===== config.mk =====
export PLATFORM = sky130hd
export DESIGN_NAME = mem_arbiter
export DESIGN_NICKNAME = d
export VERILOG_FILES = /design/src/rtl/mem_arbiter.sv
export SDC_FILE = /design/constraint.sdc
export NUM_CORES = 1
export LEC_CHECK = 0
export CELL_PAD_IN_SITES_DETAIL_PLACEMENT = 0
export CELL_PAD_IN_SITES_GLOBAL_PLACEMENT = 1
export CORE_ASPECT_RATIO = 1.75
export CORE_MARGIN = 1.5
export CORE_UTILIZATION = 28
export CTS_BUF_LIST = sky130_fd_sc_hd__clkbuf_4
export CTS_CLUSTER_DIAMETER = 150
export CTS_CLUSTER_SIZE = 10
export DETAILED_ROUTE_END_ITERATION = 8
export HOLD_SLACK_MARGIN = 0.02
export PLACE_DENSITY_LB_ADDON = 0.1
export SYNTH_ARGS = -nofsm -noshare
export SYNTH_HDL_FRONTEND = slang
export SYNTH_SLANG_ARGS = --single-unit

===== constraint.sdc =====
create_clock -name clk -period 3.7 [get_ports clk]
set_clock_uncertainty 0.15 [all_clocks]
set_input_delay 0.74 -clock clk [delete_from_list [all_inputs] [get_ports clk]]
set_output_delay 0.74 -clock clk [all_outputs]
set_load 0.05 [all_outputs]

===== src/rtl/mem_arbiter.sv =====
// rtl/mem_arbiter.sv - two-port (core/debug) arbiter onto a single-ported memory
// Optional round-robin arbitration with macro ARB_ROUND_ROBIN_EN; fixed core priority otherwise.
module mem_arbiter #(
    parameter int ADDR_W = 32,
    parameter int DATA_W = 32
) (
    input  logic              clk,
    input  logic              rst,
    input  logic              c_req,
    input  logic              c_we,
    input  logic [ADDR_W-1:0] c_addr,
    input  logic [DATA_W-1:0] c_wdata,
    output logic              c_gnt,
    output logic              c_rvalid,
    output logic [DATA_W-1:0] c_rdata,
    output logic              c_stall,
    input  logic              d_req,
    input  logic              d_we,
    input  logic [ADDR_W-1:0] d_addr,
    input  logic [DATA_W-1:0] d_wdata,
    output logic              d_gnt,
    output logic              d_rvalid,
    output logic [DATA_W-1:0] d_rdata,
    output logic              m_rd_en,
    output logic              m_wr_en,
    output logic [ADDR_W-1:0] m_addr,
    output logic [DATA_W-1:0] m_wdata,
    input  logic [DATA_W-1:0] m_rdata,
    output logic              busy
);

    typedef enum logic [1:0] {
        S_IDLE   = 2'd0,
        S_ACCESS = 2'd1,
        S_RESP   = 2'd2
    } state_t;

    state_t            state;
    state_t            state_nxt;
    logic              lat_we;
    logic              lat_dbg;
    logic [ADDR_W-1:0] lat_addr;
    logic [DATA_W-1:0] lat_wdata;
    logic              grant;
    logic              pick_dbg;

`ifdef ARB_ROUND_ROBIN_EN
    logic last_dbg;

    // On contention the port that did not win last time goes first.
    assign pick_dbg = d_req & (~c_req | ~last_dbg);

    always_ff @(posedge clk or negedge rst) begin
        if (!rst) begin
            last_dbg <= 1'b1;
        end else if (grant) begin
            last_dbg <= pick_dbg;
        end
    end
`else
    assign pick_dbg = d_req & ~c_req;
`endif

    // rst gates the grant so it drops immediately while reset is asserted.
    assign grant = rst & (state == S_IDLE) & (c_req | d_req);

    always_ff @(posedge clk or negedge rst) begin
        if (!rst) begin
            state     <= S_IDLE;
            lat_we    <= 1'b0;
            lat_dbg   <= 1'b0;
            lat_addr  <= '0;
            lat_wdata <= '0;
        end else begin
            state <= state_nxt;
            if (grant) begin
                lat_dbg   <= pick_dbg;
                lat_we    <= pick_dbg ? d_we    : c_we;
                lat_addr  <= pick_dbg ? d_addr  : c_addr;
                lat_wdata <= pick_dbg ? d_wdata : c_wdata;
            end
        end
    end

    always_comb begin
        state_nxt = state;
        c_gnt     = grant & ~pick_dbg;
        d_gnt     = grant & pick_dbg;
        c_rvalid  = 1'b0;
        d_rvalid  = 1'b0;
        c_rdata   = '0;
        d_rdata   = '0;
        m_rd_en   = 1'b0;
        m_wr_en   = 1'b0;
        m_addr    = '0;
        m_wdata   = '0;
        case (state)
            S_IDLE: begin
                if (grant) state_nxt = S_ACCESS;
            end
            S_ACCESS: begin
                m_rd_en   = ~lat_we;
                m_wr_en   = lat_we;
                m_addr    = lat_addr;
                m_wdata   = lat_wdata;
                state_nxt = S_RESP;
            end
            S_RESP: begin
                // The rvalid pulse doubles as the write acknowledge, with rdata zeroed.
                c_rvalid  = ~lat_dbg;
                d_rvalid  = lat_dbg;
                c_rdata   = (!lat_dbg && !lat_we) ? m_rdata : '0;
                d_rdata   = (lat_dbg && !lat_we)  ? m_rdata : '0;
                state_nxt = S_IDLE;
            end
            default: state_nxt = S_IDLE;
        endcase
    end

    assign busy    = (state != S_IDLE);
    assign c_stall = (c_req & ~c_rvalid) | (busy & ~lat_dbg & ~c_rvalid);

endmodule


Word level (Yosys, flattened, before mapping)

Index checks and enable logic that the tools add are counted.

Register bits: 68
Bits of input ports: 166
Output and inout port bits: 136

Equal/unequal tests: 3
Muxes and demuxes: 15
Bitwise operators: 15
Reduce and logical (&&, ||, !) cells: 6

Operators by type and width:

| cell                                                                  | number |
|---|---|
| 32-bit 2-to-1 mux                                                     | 8 |
| 1-bit bitwise AND                                                     | 8 |
| 1-bit 2-to-1 mux                                                      | 5 |
| 1-bit inverter                                                        | 5 |
| 2-bit one-hot mux with 2 select lines                                 | 1 |
| 2-bit by 1-bit equality test with 1-bit output, second input constant | 1 |
| 2-bit equality test, second input constant                            | 1 |
| 1-bit logical AND                                                     | 2 |
| 1-bit zero test                                                       | 2 |
| 2-bit zero test                                                       | 1 |
| 2-bit 2-to-1 mux                                                      | 1 |
| 2-bit inequality test, second input constant                          | 1 |
| 1-bit bitwise OR                                                      | 2 |
| 2-bit nonzero test                                                    | 1 |

Logic depth before layout (Yosys ltp)

Depth in word-level cells: 5
Gate-level depth with buffers: 6
Mapped depth without buffers: 3

Worst setup path after synthesis

OpenSTA, ideal clock, no wires.

Kind: register to output
Start point: register lat_dbg
End point: output port c_rdata[0]
Arrival: 2596 ps
Data required time: 2810 ps
Slack: 214 ps
Cell stages (with the launch flop): 5
Path buffers: 1
Cells stage by stage: dfrtp_1 > nor3b_1 > nor2b_1 > clkbuf_1 > and2_1

Word-level cells in the longest chain between the ends: 4

RTL lines:

| what                     | RTL line | text |
|---|---|---|
| start: declaration       | 41       | `logic lat_dbg;` |
| start signal: assignment | 77       | `lat_dbg <= pick_dbg;` |
| 1-bit zero test          | 112      | `c_rdata = (!lat_dbg && !lat_we) ? m_rdata : '0;` |
| 1-bit logical AND        | 112      |  |
| 32-bit 2-to-1 mux        | 112      |  |
| 32-bit 2-to-1 mux        | 97       | `case (state)` |
| end: declaration         | 15       | `output logic [DATA_W-1:0] c_rdata,` |

No other way between the ends.

Worst setup path after layout

Start point: register lat_dbg
End point: output port c_rdata[11]

Same word-level chain as after synthesis.

==> summary.md <==
| Metric | Value |
|---|---|
| Area growth syn-to-layout | 88.92% |
| Final hold vios | 0 |
| GR Util met2 | 38.07% |
| Clock root buffer | clkbuf_4 |
| Unrepaired setup endpoints after global routing | false |
| CP Class | reg -> out |
| # fillers | 1,326 |
| Maximum buffer depth of the clock tree | 2 |
| Setup ws final | 482.2 ps |
| Synthesized area per cell | 11.33 µm² |
| Total CTS buffers | 9 |
| Clock sinks | 68 |
| Worst slew pin tran | 877.5 ps |
| Critical Path End Type | output pin |
| Multi-input logic area | 2411 µm² |
| Mapped cell area | 4293 µm² |
| Drt total wl | 16,620 µm |
| HP Start | lat_wdata[2] |
| Largest net degree at the start of global routing | 69 |
| Worst Path Required | 2810 ps |
| Max-cap check violation count | 0 |
| Fin Setup TNS | 0 ps |
| Post-route DRC violation count | 0 |
| Met3 Use GR | 5.329% |
| ANT nets after route | 0 |
| CTS tree | done |
| Minimum clock period | 3218 ps |
| Die Ht | 166.8 µm |
| Iteration-0 DRC Markers | 117 |
| CP delay by family, top | simple AND/OR/NAND/NOR gates |
| Die X | 96.60 µm |
| Number of port buffers | 301 |
| Final Setup Violations | 0 |
| Global route overflow | 0 |
| Worst VDD drop | 0.2034 mV |
| Max-slew headroom | 41.50% |
| Vias/cell | 4.697 |
| CP Max Fanout | 32 |
| Routed length per placed instance | 19.46 µm |
| RD Place Congestion | 0.8561 |
| Slowest stage delay, CP | 510 ps |
| Max-slew violations | 0 |
| Crit path buffers/inverters | 2 |
| Post_cts resized | 0 |
| Hpwl dp | 13,030 µm |
| Util after Layout | 54.39% |
| Htree depth | 3 |
| Nets@finish | 831 |
| Yosys top cell area share | 39.64% |
| GR Util met1 | 21.08% |
| Number of global-route vias before repair | 4,285 |
| GRT Resource Usage Total | 20.35% |
| Synth warn | 0 |
| Leak Pwr | 0.003610 µW |
| Initial antenna violation count | 1 |
| Worst Reg-to-Reg Cells | 4 |
| Worst-path clk slew | 110 ps |
| Storage cell area | 1703 µm² |
| Pwr dens | 357.0 nW/µm² |
| Core area | 14,910 µm² |
| Hold Path End | lat_wdata[2] |
| CP Launch Type | flip-flop |
| Fin Hold WS | 362.8 ps |
| Cell taking the most area after synthesis | dfrtp_1 |
| Fmax | 310.8 MHz |
| Clock latency on the worst-skew pair | 430 ps |
| Crit-path cells | nor3b_1, nor2b_1, buf_4, and2_1, buf_12 |
| Synth cell types | 18 |
| Routed via count | 4,011 |
| Status | finished, final reports clean |
| Io pins | 302 |
| First-pass GRT wire length | 25,210 µm |
| Initial core utilization | 28.79% |
| Full die area | 16,110 µm² |
| CTS hold repair buffers | 0 |
| Reg2Reg Setup Slack | 1610 ps |
| Synth area leaders | dfrtp_1 (40%), mux2_2 (33%), and2_1 (9.5%) |
| Share of layout cells above drive strength 1 | 43.43% |
| Reg2reg end | lat_addr[2] |
| Hold depth | 1 |
| Mapped Cells | 379 |
| Tcrit/Tclk final | 86.97% |
| HP Class | reg -> reg |
| #FFs+latches synth | 68 |
| CP max stage cell | nor3b_1 |
| Drt first pass iters | 4 |
| Post-CTS setup buffers | 0 |
| Reg2Reg Launch Point | state[1] |
| Gr busiest metal | met2 |
| Pre-CTS WS | 636.1 ps |
| Row count | 59 |
| Synthesized net count | 545 |
| Worst EP arrival | 2330 ps |
| Register area share after synthesis | 39.64% |
## registers in the layout, indices dropped and copies added (netlist names)
signal	cells
lat_addr	32
lat_we	1
lat_wdata	32
state	2
lat_dbg	1
## stage by stage
step / power [µW] / instance area (µm²) / std cells
global placement: 2349 / 7949 / 837
floorplan: 1814 / 4293 / 379
global route: 3048 / 8110 / 854
detailed placement: 2372 / 7949 / 837
finish: 2895 / 8110 / 854
CTS: 2936 / 8108 / 853
## report_power, final
group          switching (µW)  leakage (µW)  internal (µW)  total [µW]
Combinational             677       0.00274            632        1310
Clock                     285     0.0000756            270         555
Sequential               92.2      0.000799            939        1030
Total                    1050       0.00361           1840        2900
## Yosys cell counts
library cell / n
mux2_2: 124
o21ai_0: 2
buf_2: 6
nor2b_1: 4
nor2_1: 2
and2_1: 65
and3b_1: 1
nor3b_1: 1
and3_1: 65
mux2_4: 7
nor3_1: 1
nor3b_4: 1
or2_1: 1
dfrtp_1: 68
clkbuf_1: 21
inv_1: 2
buf_4: 5
buf_6: 3
## kinds of logic (layout without fill, tap and decap cells)
group / after synthesis / after routing / synth area share, %
compound gates: 2 / 2 / 0.2332
buf+inv: 37 / 328 / 4.372
flops: 68 / 68 / 39.64
mux: 131 / 131 / 34.98
other cells: 0 / 1 / 0
simple gates: 141 / 141 / 20.78
## routing by layer
layer / wire length, µm / up-vias
met5: 0 / -
met4: 592 / 0
met3: 1005 / 29
met2: 9087 / 197
met1: 5933 / 1896
li1: - / 1889
## placed cells by master (no fill, tap or decap), types with 7 or more instances in the layout
master and n:
and2_1 65, clkbuf_4 9, buf_4 74, and3_1 65, clkdlybuf4s50_1 168, mux2_4 7
mux2_2 124, buf_12 68, dfrtp_1 67
## worst reg2reg max path, cell delays in order (launching register included)
cell and delay [ps]:
dfrtp_1 440, or2_1 290, nor3b_4 300, buf_12 400
mux2_2 410
## worst max path at each step
stage	to	depth (start not counted)	start
final	c_rdata[11]	5	lat_dbg
after global routing	c_stall	5	state[1]
after CTS	c_rvalid	2	lat_dbg
after detailed placement	c_gnt	5	c_req
after global placement	c_gnt	5	c_req
after floorplan	c_rdata[0]	4	lat_dbg
## cell type report
cell class                 count  area share (%)
antenna                        1         0.03085
clock buffer                   9          0.8331
clock inverter                 7           1.126
inverter                       2         0.09256
multi-input combinational    274           29.73
sequential                    68           21.00
tap                          183           2.823
timing repair buffer         310           44.37
Power figures use the tool's default switching activity.
